[src/rtl/change_return_dispenser_if.sv]
// Request/response bundle between the vending controller and the change dispenser.
// The master issues vend requests with the captured credit. The slave reports its
// progress and drives the solenoid and coin-eject lines.
interface change_return_dispenser_if;
  logic       vend_req;
  logic [2:0] credit_units;
  logic       busy;
  logic       paper_out;
  logic       coin5_out;
  logic [2:0] change_left;
  logic       vend_done;
  logic       error;

  modport master (
    output vend_req, credit_units,
    input  busy, paper_out, coin5_out, change_left, vend_done, error
  );

  modport slave (
    input  vend_req, credit_units,
    output busy, paper_out, coin5_out, change_left, vend_done, error
  );
endinterface

[src/rtl/change_return_dispenser.sv]
// Change return dispenser.
// On a valid vend request it captures the credit. It then drives the newspaper
// solenoid for a fixed time. Finally it returns any credit above the price as
// timed 5-rupee eject pulses, separated by low gaps. Invalid requests get a
// one-cycle error pulse. Every drive output is a Moore decode of the state
// register, so the outputs cannot glitch.
module change_return_dispenser #(
  parameter int PRICE_UNITS  = 3,
  parameter int PAPER_CYCLES = 200_000_000,
  parameter int PULSE_CYCLES = 50_000_000,
  parameter int GAP_CYCLES   = 50_000_000,
  parameter int CNT_W        = 28
) (
  input  logic                       clk,
  input  logic                       reset,
  change_return_dispenser_if.slave   bus
);

  typedef enum logic [2:0] {
    IDLE  = 3'd0,
    PAPER = 3'd1,
    PULSE = 3'd2,
    GAP   = 3'd3,
    DONE  = 3'd4
  } state_t;

  localparam logic [CNT_W-1:0] PAPER_LAST = CNT_W'(PAPER_CYCLES - 1);
  localparam logic [CNT_W-1:0] PULSE_LAST = CNT_W'(PULSE_CYCLES - 1);
  localparam logic [CNT_W-1:0] GAP_LAST   = CNT_W'(GAP_CYCLES - 1);
  localparam logic [2:0]       PRICE      = 3'(PRICE_UNITS);
  localparam logic [2:0]       MAX_CREDIT = 3'd5;

  state_t           state, state_next;
  logic [CNT_W-1:0] timer, timer_next;
  logic [2:0]       change_left_q, change_left_next;
  logic             error_q, error_next;
  logic             credit_ok;

  assign credit_ok = (bus.credit_units >= PRICE) && (bus.credit_units <= MAX_CREDIT);

  // State, timer, remaining change and error pulse registers with synchronous reset
  always_ff @(posedge clk) begin
    if (reset) begin
      state         <= IDLE;
      timer         <= '0;
      change_left_q <= 3'd0;
      error_q       <= 1'b0;
    end else begin
      state         <= state_next;
      timer         <= timer_next;
      change_left_q <= change_left_next;
      error_q       <= error_next;
    end
  end

  // Next-state logic: the timer counts 0..N-1 in each timed state and returns to zero on every exit
  always_comb begin
    state_next       = state;
    timer_next       = '0;
    change_left_next = change_left_q;
    error_next       = 1'b0;
    case (state)
      IDLE: begin
        if (bus.vend_req) begin
          if (credit_ok) begin
            state_next       = PAPER;
            change_left_next = bus.credit_units - PRICE;
          end else begin
            error_next = 1'b1;
          end
        end
      end
      PAPER: begin
        if (timer == PAPER_LAST) begin
          state_next = (change_left_q == 3'd0) ? DONE : PULSE;
        end else begin
          timer_next = timer + CNT_W'(1);
        end
      end
      PULSE: begin
        if (timer == PULSE_LAST) begin
          if (change_left_q != 3'd0) begin
            change_left_next = change_left_q - 3'd1;
          end
          state_next = (change_left_q <= 3'd1) ? DONE : GAP;
        end else begin
          timer_next = timer + CNT_W'(1);
        end
      end
      GAP: begin
        if (timer == GAP_LAST) begin
          state_next = PULSE;
        end else begin
          timer_next = timer + CNT_W'(1);
        end
      end
      DONE: begin
        state_next = IDLE;
      end
      default: begin
        state_next = IDLE;
      end
    endcase
  end

  assign bus.busy        = (state != IDLE);
  assign bus.paper_out   = (state == PAPER);
  assign bus.coin5_out   = (state == PULSE);
  assign bus.vend_done   = (state == DONE);
  assign bus.change_left = change_left_q;
  assign bus.error       = error_q;

endmodule

[src/flat_wrapper.sv]
// flat-port wrapper written by rule: the top's interface ports become plain ports
module change_return_dispenser_flat 
#(
  parameter int PRICE_UNITS  = 3,
  parameter int PAPER_CYCLES = 200_000_000,
  parameter int PULSE_CYCLES = 50_000_000,
  parameter int GAP_CYCLES   = 50_000_000,
  parameter int CNT_W        = 28
)
  (clk, reset, bus_vend_req, bus_credit_units, bus_busy, bus_paper_out, bus_coin5_out, bus_change_left, bus_vend_done, bus_error);
  change_return_dispenser_if bus_i ();
  input  logic clk;
  input  logic reset;
  input wire logic [$bits(bus_i.vend_req)-1:0] bus_vend_req;
  input wire logic [$bits(bus_i.credit_units)-1:0] bus_credit_units;
  output wire logic [$bits(bus_i.busy)-1:0] bus_busy;
  output wire logic [$bits(bus_i.paper_out)-1:0] bus_paper_out;
  output wire logic [$bits(bus_i.coin5_out)-1:0] bus_coin5_out;
  output wire logic [$bits(bus_i.change_left)-1:0] bus_change_left;
  output wire logic [$bits(bus_i.vend_done)-1:0] bus_vend_done;
  output wire logic [$bits(bus_i.error)-1:0] bus_error;
  assign bus_i.vend_req = bus_vend_req;
  assign bus_i.credit_units = bus_credit_units;
  assign bus_busy = bus_i.busy;
  assign bus_paper_out = bus_i.paper_out;
  assign bus_coin5_out = bus_i.coin5_out;
  assign bus_change_left = bus_i.change_left;
  assign bus_vend_done = bus_i.vend_done;
  assign bus_error = bus_i.error;
  change_return_dispenser #(.PRICE_UNITS(PRICE_UNITS), .PAPER_CYCLES(PAPER_CYCLES), .PULSE_CYCLES(PULSE_CYCLES), .GAP_CYCLES(GAP_CYCLES), .CNT_W(CNT_W)) u_core (.clk(clk), .reset(reset), .bus(bus_i));
endmodule
[config.mk]
export PLATFORM = sky130hd
export DESIGN_NAME = change_return_dispenser_flat
export DESIGN_NICKNAME = d
export VERILOG_FILES = /design/src/rtl/change_return_dispenser_if.sv /design/src/rtl/change_return_dispenser.sv /design/src/flat_wrapper.sv
export SDC_FILE = /design/constraint.sdc
export NUM_CORES = 1
export LEC_CHECK = 0
export CORE_ASPECT_RATIO = 0.5
export CORE_MARGIN = 3
export CORE_UTILIZATION = 46
export DETAILED_ROUTE_END_ITERATION = 10
export MAX_ROUTING_LAYER = met4
export PLACE_DENSITY = 0.68
export SYNTH_ARGS = -nofsm -noshare
export SYNTH_HDL_FRONTEND = slang
export SYNTH_SLANG_ARGS = --single-unit
[constraint.sdc]
create_clock -name clk -period 4 [get_ports clk]
set_clock_uncertainty 0.1 [all_clocks]
set_input_delay 0.8 -clock clk [delete_from_list [all_inputs] [get_ports clk]]
set_output_delay 0.8 -clock clk [all_outputs]
set_load 0.02 [all_outputs]
* Word-level counts from Yosys, hierarchy flattened *
Cells that the tools add are included.

operators by class
  $lt $le $gt $ge = 3
  bitwise operators = 2
  multiplexer cells = 17
  $add $sub $neg = 3
  equality and inequality tests = 12
  reduce and logical (&&, ||, !) cells = 10

operators with widths
  operator                 count
  $mux W28                 2
  $pmux W28 S2             1
  $mux W3                  11
  $add A28 B1 Y28 const B  1
  $eq A28 B26 Y1 const B   1
  $eq A28 B28 Y1 const B   1
  $pmux W3 S4              1
  $ne A2 B1 Y1 const B     5
  $reduce_and A5 Y1        2
  $eq A3 B2 Y1 const B     2
  $logic_not A3 Y1         2
  $pmux W3 S2              1
  $reduce_bool A3 Y1       2
  $eq A3 B1 Y1 const B     1
  $eq A3 B3 Y1 const B     1
  $ge A3 B2 Y1 const B     1
  $le A3 B1 Y1 const B     1
  $le A3 B3 Y1 const B     1
  $reduce_or A3 Y1         1
  $sub A3 B1 Y3 const B    1
  $sub A3 B2 Y3 const B    1
  $ne A2 B2 Y1 const B     1
  $not A1 Y1               2
  $reduce_bool A2 Y1       1
  3 further kinds          3

word-level totals
  register bits after elaboration = 35
  bits of input ports = 6
  output and inout port bits = 8

* Depth between registers and ports, before layout *
  depth in word-level cells = 5
  gate-level depth with buffers = 7
  mapped depth without buffers = 7

* Worst setup path before layout *
OpenSTA, ideal clock, no wires.

  path type = input to register
  start = in bus_credit_units[0]
  end = reg u_core.state[0]
  setup time = 0.132 ns
  arrival time = 1.953 ns
  slack = 1.814 ns
  path buffers = 0
  cell stages on the path = 6
  path through = ha_1 > ha_1 > a211oi_1 > a211oi_1 > o311ai_0 > a211oi_1

between the ends
  word-level cells in the longest chain between the ends = 4
  elaborated cells on any way between the ends = 5
  those cells by class = 2 x order compare; 1 x eq/ne; 2 x reduce/logical

RTL lines
  what                                          line                           text
  start, declared                               flat_wrapper.sv:15             input wire logic [$bits(bus_i.credit_units)-1:0] bus_credit_units;
  $ge A3 B2 Y1 or $le A3 B3 Y1 (tied branches)  change_return_dispenser.sv:39  assign credit_ok = (bus.credit_units >= PRICE) && (bus.credit_units <= MAX_CREDIT);
  $logic_and A1 B1 Y1 *                         change_return_dispenser.sv:39
  $ne A2 B1 Y1 (no line) *                      n/a
  $reduce_and A5 Y1 (no line) *                 n/a
  end signal, assigned                          change_return_dispenser.sv:49  state <= state_next;
  end, declared                                 change_return_dispenser.sv:33  state_t state, state_next;

Mark *: on every way between the ends. The rest lies on a longest branch, timed or not.
A chain may end at the register's enable or synchronous reset.

* Worst setup path after layout *
  start = reg u_core.state[1]
  end = out bus_coin5_out

between the ends
  word-level cells in the longest chain between the ends = 1

RTL lines
  what           line                            text
  $eq A3 B2 Y1   change_return_dispenser.sv:108  assign bus.coin5_out = (state == PULSE);
  end, declared  flat_wrapper.sv:18              output wire logic [$bits(bus_i.coin5_out)-1:0] bus_coin5_out;

No other way between the ends.

==> results.py <==
metrics = {
    "clock_network": {
        "insertion_delay_ns": 0.29,
        "cts_tree": "done",
        "cts_buffers": 5,
        "holdBufCountCts": 0,
        "root_buffer": "clkbuf_8",
        "postCtsSetupBuffers": 0,
        "clk_pin_slew_ns": 0.07,
        "clk_path_buf_depth": 2,
        "cts_resized": 0,
        "htreeDepth": 2,
        "clock_sinks": 35,
    },
    "place": {
        "dp.final_hpwl_um": 3110,
        "port_buffers": 13,
        "place_ws_ns": 1.13,
        "globalplace.congestion": 0.838,
        "dpl.cell_count": 304,
    },
    "routing": {
        "ant_nets": 0,
        "wl_per_cell_um": 14.1,
        "drt_wl_total_um": 4400,
        "drt_iter0_drc": 95,
        "drc_errors": 0,
        "vias": 1784,
        "dr.pass1.iters": 6,
        "vias_per_cell": 5.72,
    },
    "floorplan": {
        "die_y_um": 53.2,
        "rows": 16,
        "start_util_pct": 50.1,
        "die_x_um": 100,
        "die-area_um2": 5330,
        "fp.coreArea_um2": 4080,
        "ios": 14,
    },
    "global_routing": {
        "antenna_found_initial": 0,
        "grt.total_usage_pct": 18.6,
        "grt_max_degree": 29,
        "grt_pass1_vias": 1624,
        "grt_pass1_wl_um": 7580,
        "grt_remaining_overflow": 0,
    },
    "yosys": {
        "async_flop_share_pct": 0,
        "muxShareOfSynthArea_pct": 0,
        "synth_compound_area_share_pct": 9.30,
        "synth_area_per_cell_um2": 8.35,
        "ys_ff_latch": 35,
        "synth_xor_area_share_pct": 11.6,
        "synthTopCellsByArea": "dfxtp_1 34%, xnor2_1 8.1%, nor2_1 6.8%",
        "synth_top_family_by_area": "simple AND/OR/NAND/NOR gates",
        "synth_top_area_cell": "dfxtp_1",
        "ys_types": 49,
        "synth_simple_gate_area_share_pct": 35.4,
        "ys_warn_count": 0,
        "seq_area_frac_synth_pct": 34.3,
        "yosysTopAreaCellShare_pct": 34.3,
        "synthAdderAreaFrac_pct": 4.28,
        "synth_edf_count": 0,
        "syn-num-nets": 258,
        "synth.cell_area_um2": 2050,
        "synthFlopType": "dfxtp_1",
        "syn_inst": 245,
    },
    "power_and_ir_drop": {
        "p_leak_nw": 0.708,
        "power_density_nw_per_um2": 339,
        "ir_worst_vdd_mv": 0.139,
    },
    "layout": {
        "most-common-layout-cells": "37 x nor2_1, 35 x dfxtp_1, 19 x xnor2_1, 16 x nand3_1, 14 x nor3_1",
        "drive_gt1_share_pct": 6.59,
        "antenna_cells": 0,
        "final_util_pct": 55.5,
        "syn_to_final_growth_pct": 10.8,
        "mostFrequentLayoutCell": "nor2_1",
        "layout.nets": 270,
        "fin_cells": 312,
    },
    "sta": {
        "tns_ns": 0,
        "finalWorstSetupSlack_ns": 1.04,
        "finalHoldViolations": 0,
        "finalMaxSlewViolations": 0,
        "slew_headroom_pct": 46.7,
        "finalCriticalPeriod_ns": 2.96,
        "tightest_slew_ns": 0.792,
        "hold-worst-slack_ns": 0.372,
        "period_share_pct": 74.1,
        "setup_viol": 0,
        "max_freq_mhz": 337,
        "rsz0062_at_grt": "false",
    },
    "critical_path": {
        "rr_worst_depth": 6,
        "startpoint_type": "flop",
        "cp.required_ns": 3.10,
        "crit_start": "u_core.state[1]$_SDFFE_PP0P_",
        "crit_type": "flop to primary output",
        "r2r_start": "u_core.timer[0]$_SDFF_PP0_",
        "critPathCaptureType": "primary output",
        "reg2reg_slack_ns": 1.63,
        "crit_fanout": 10,
        "crit_arrival_ns": 2.06,
        "r2r-end": "u_core.timer[21]$_SDFF_PP0_",
    },
    "hold_path": {
        "holdPathEnd": "u_core.timer[0]$_SDFF_PP0_",
        "min_path_type": "flop to flop",
        "min_path_cells": 1,
        "min_from": "u_core.timer[0]$_SDFF_PP0_",
    },
    "run_status": {
        "status": "complete, no violations",
    },
    "run": {
        "drv_cap": 0,
    },
}
Yosys cell counts (all sizes together), types with 2 or more instances:
library cell and instances:
nor2 37, dfxtp 35, xnor2 19, nand3 16
nor3 15, inv 13, nand2 13, nor4 11
xor2 8, ha 7, nand4 7, and3 6
a211oi 5, a21oi 5, and4 5, buf 5
nor3b 4, o21ai 4, clkbuf 3, nand2b 3
or3 3, nand4b 2, nor4b 2
worst max path at each step:
stage,to,slack [ns],depth (start not counted)
2_1_floorplan,u_core.state[0]$_SDFFE_PP0P_,1.81,6
3_3_place_gp,u_core.state[0]$_SDFFE_PP0P_,1.19,7
3_5_place_dp,u_core.state[0]$_SDFFE_PP0P_,1.13,7
4_1_cts,bus_coin5_out,1.04,3
5_1_grt,bus_coin5_out,0.91,3
6_report,bus_coin5_out,1.04,3
area by class of cell:
| cell class | count | area, um^2 |
|---|---|---|
| clock inverters | 1 | 5.00 |
| clock buffers | 7 | 76.3 |
| well taps | 54 | 67.6 |
| repair buffers | 13 | 130 |
| multi-input cells | 189 | 1240 |
| fillers | 381 | 1820 |
| inverters | 13 | 48.8 |
| flip-flops and latches | 35 | 701 |
cell families after synthesis:
group / after synthesis
simple gates: 131
flops: 35
xor+xnor: 27
compound gates: 24
buf+inv: 21
fa+ha+maj: 7
sequential cells by signal, summed over array words and instances (netlist names):
name,cells
u_core.bus.change_left,3
u_core.bus.error,1
u_core.state,3
u_core.timer,28
power breakdown:
| group | total, mW | internal (mW) | switching [mW] |
|---|---|---|---|
| clock | 0.251 | 0.122 | 0.129 |
| sequential | 0.374 | 0.359 | 0.0147 |
| combinational | 0.145 | 0.0616 | 0.0830 |
layer usage:
metal	vias to the layer above	track usage [%]	part of all wire [%]
met3	10	4.08	4.6
met5	-	-	0
met1	836	25.4	53
met4	0	6.26	1.6
li1	897	-	-
met2	41	27.3	41
metrics by stage:
stage / instance area (um^2) / power [mW]
after CTS: 2270 / 0.772
after global placement: 2190 / 0.524
after global routing: 2270 / 0.799
after detailed placement: 2190 / 0.526
final: 2270 / 0.770
after floorplan: 2050 / 0.483
worst max-delay path, stage by stage, from the launching register on:
cell and delay [ns]:
dfxtp_1 0.49, or3b_1 0.49, inv_1 0.17, clkdlybuf4s50_1 0.62
(Power assumes the default switching activity.)
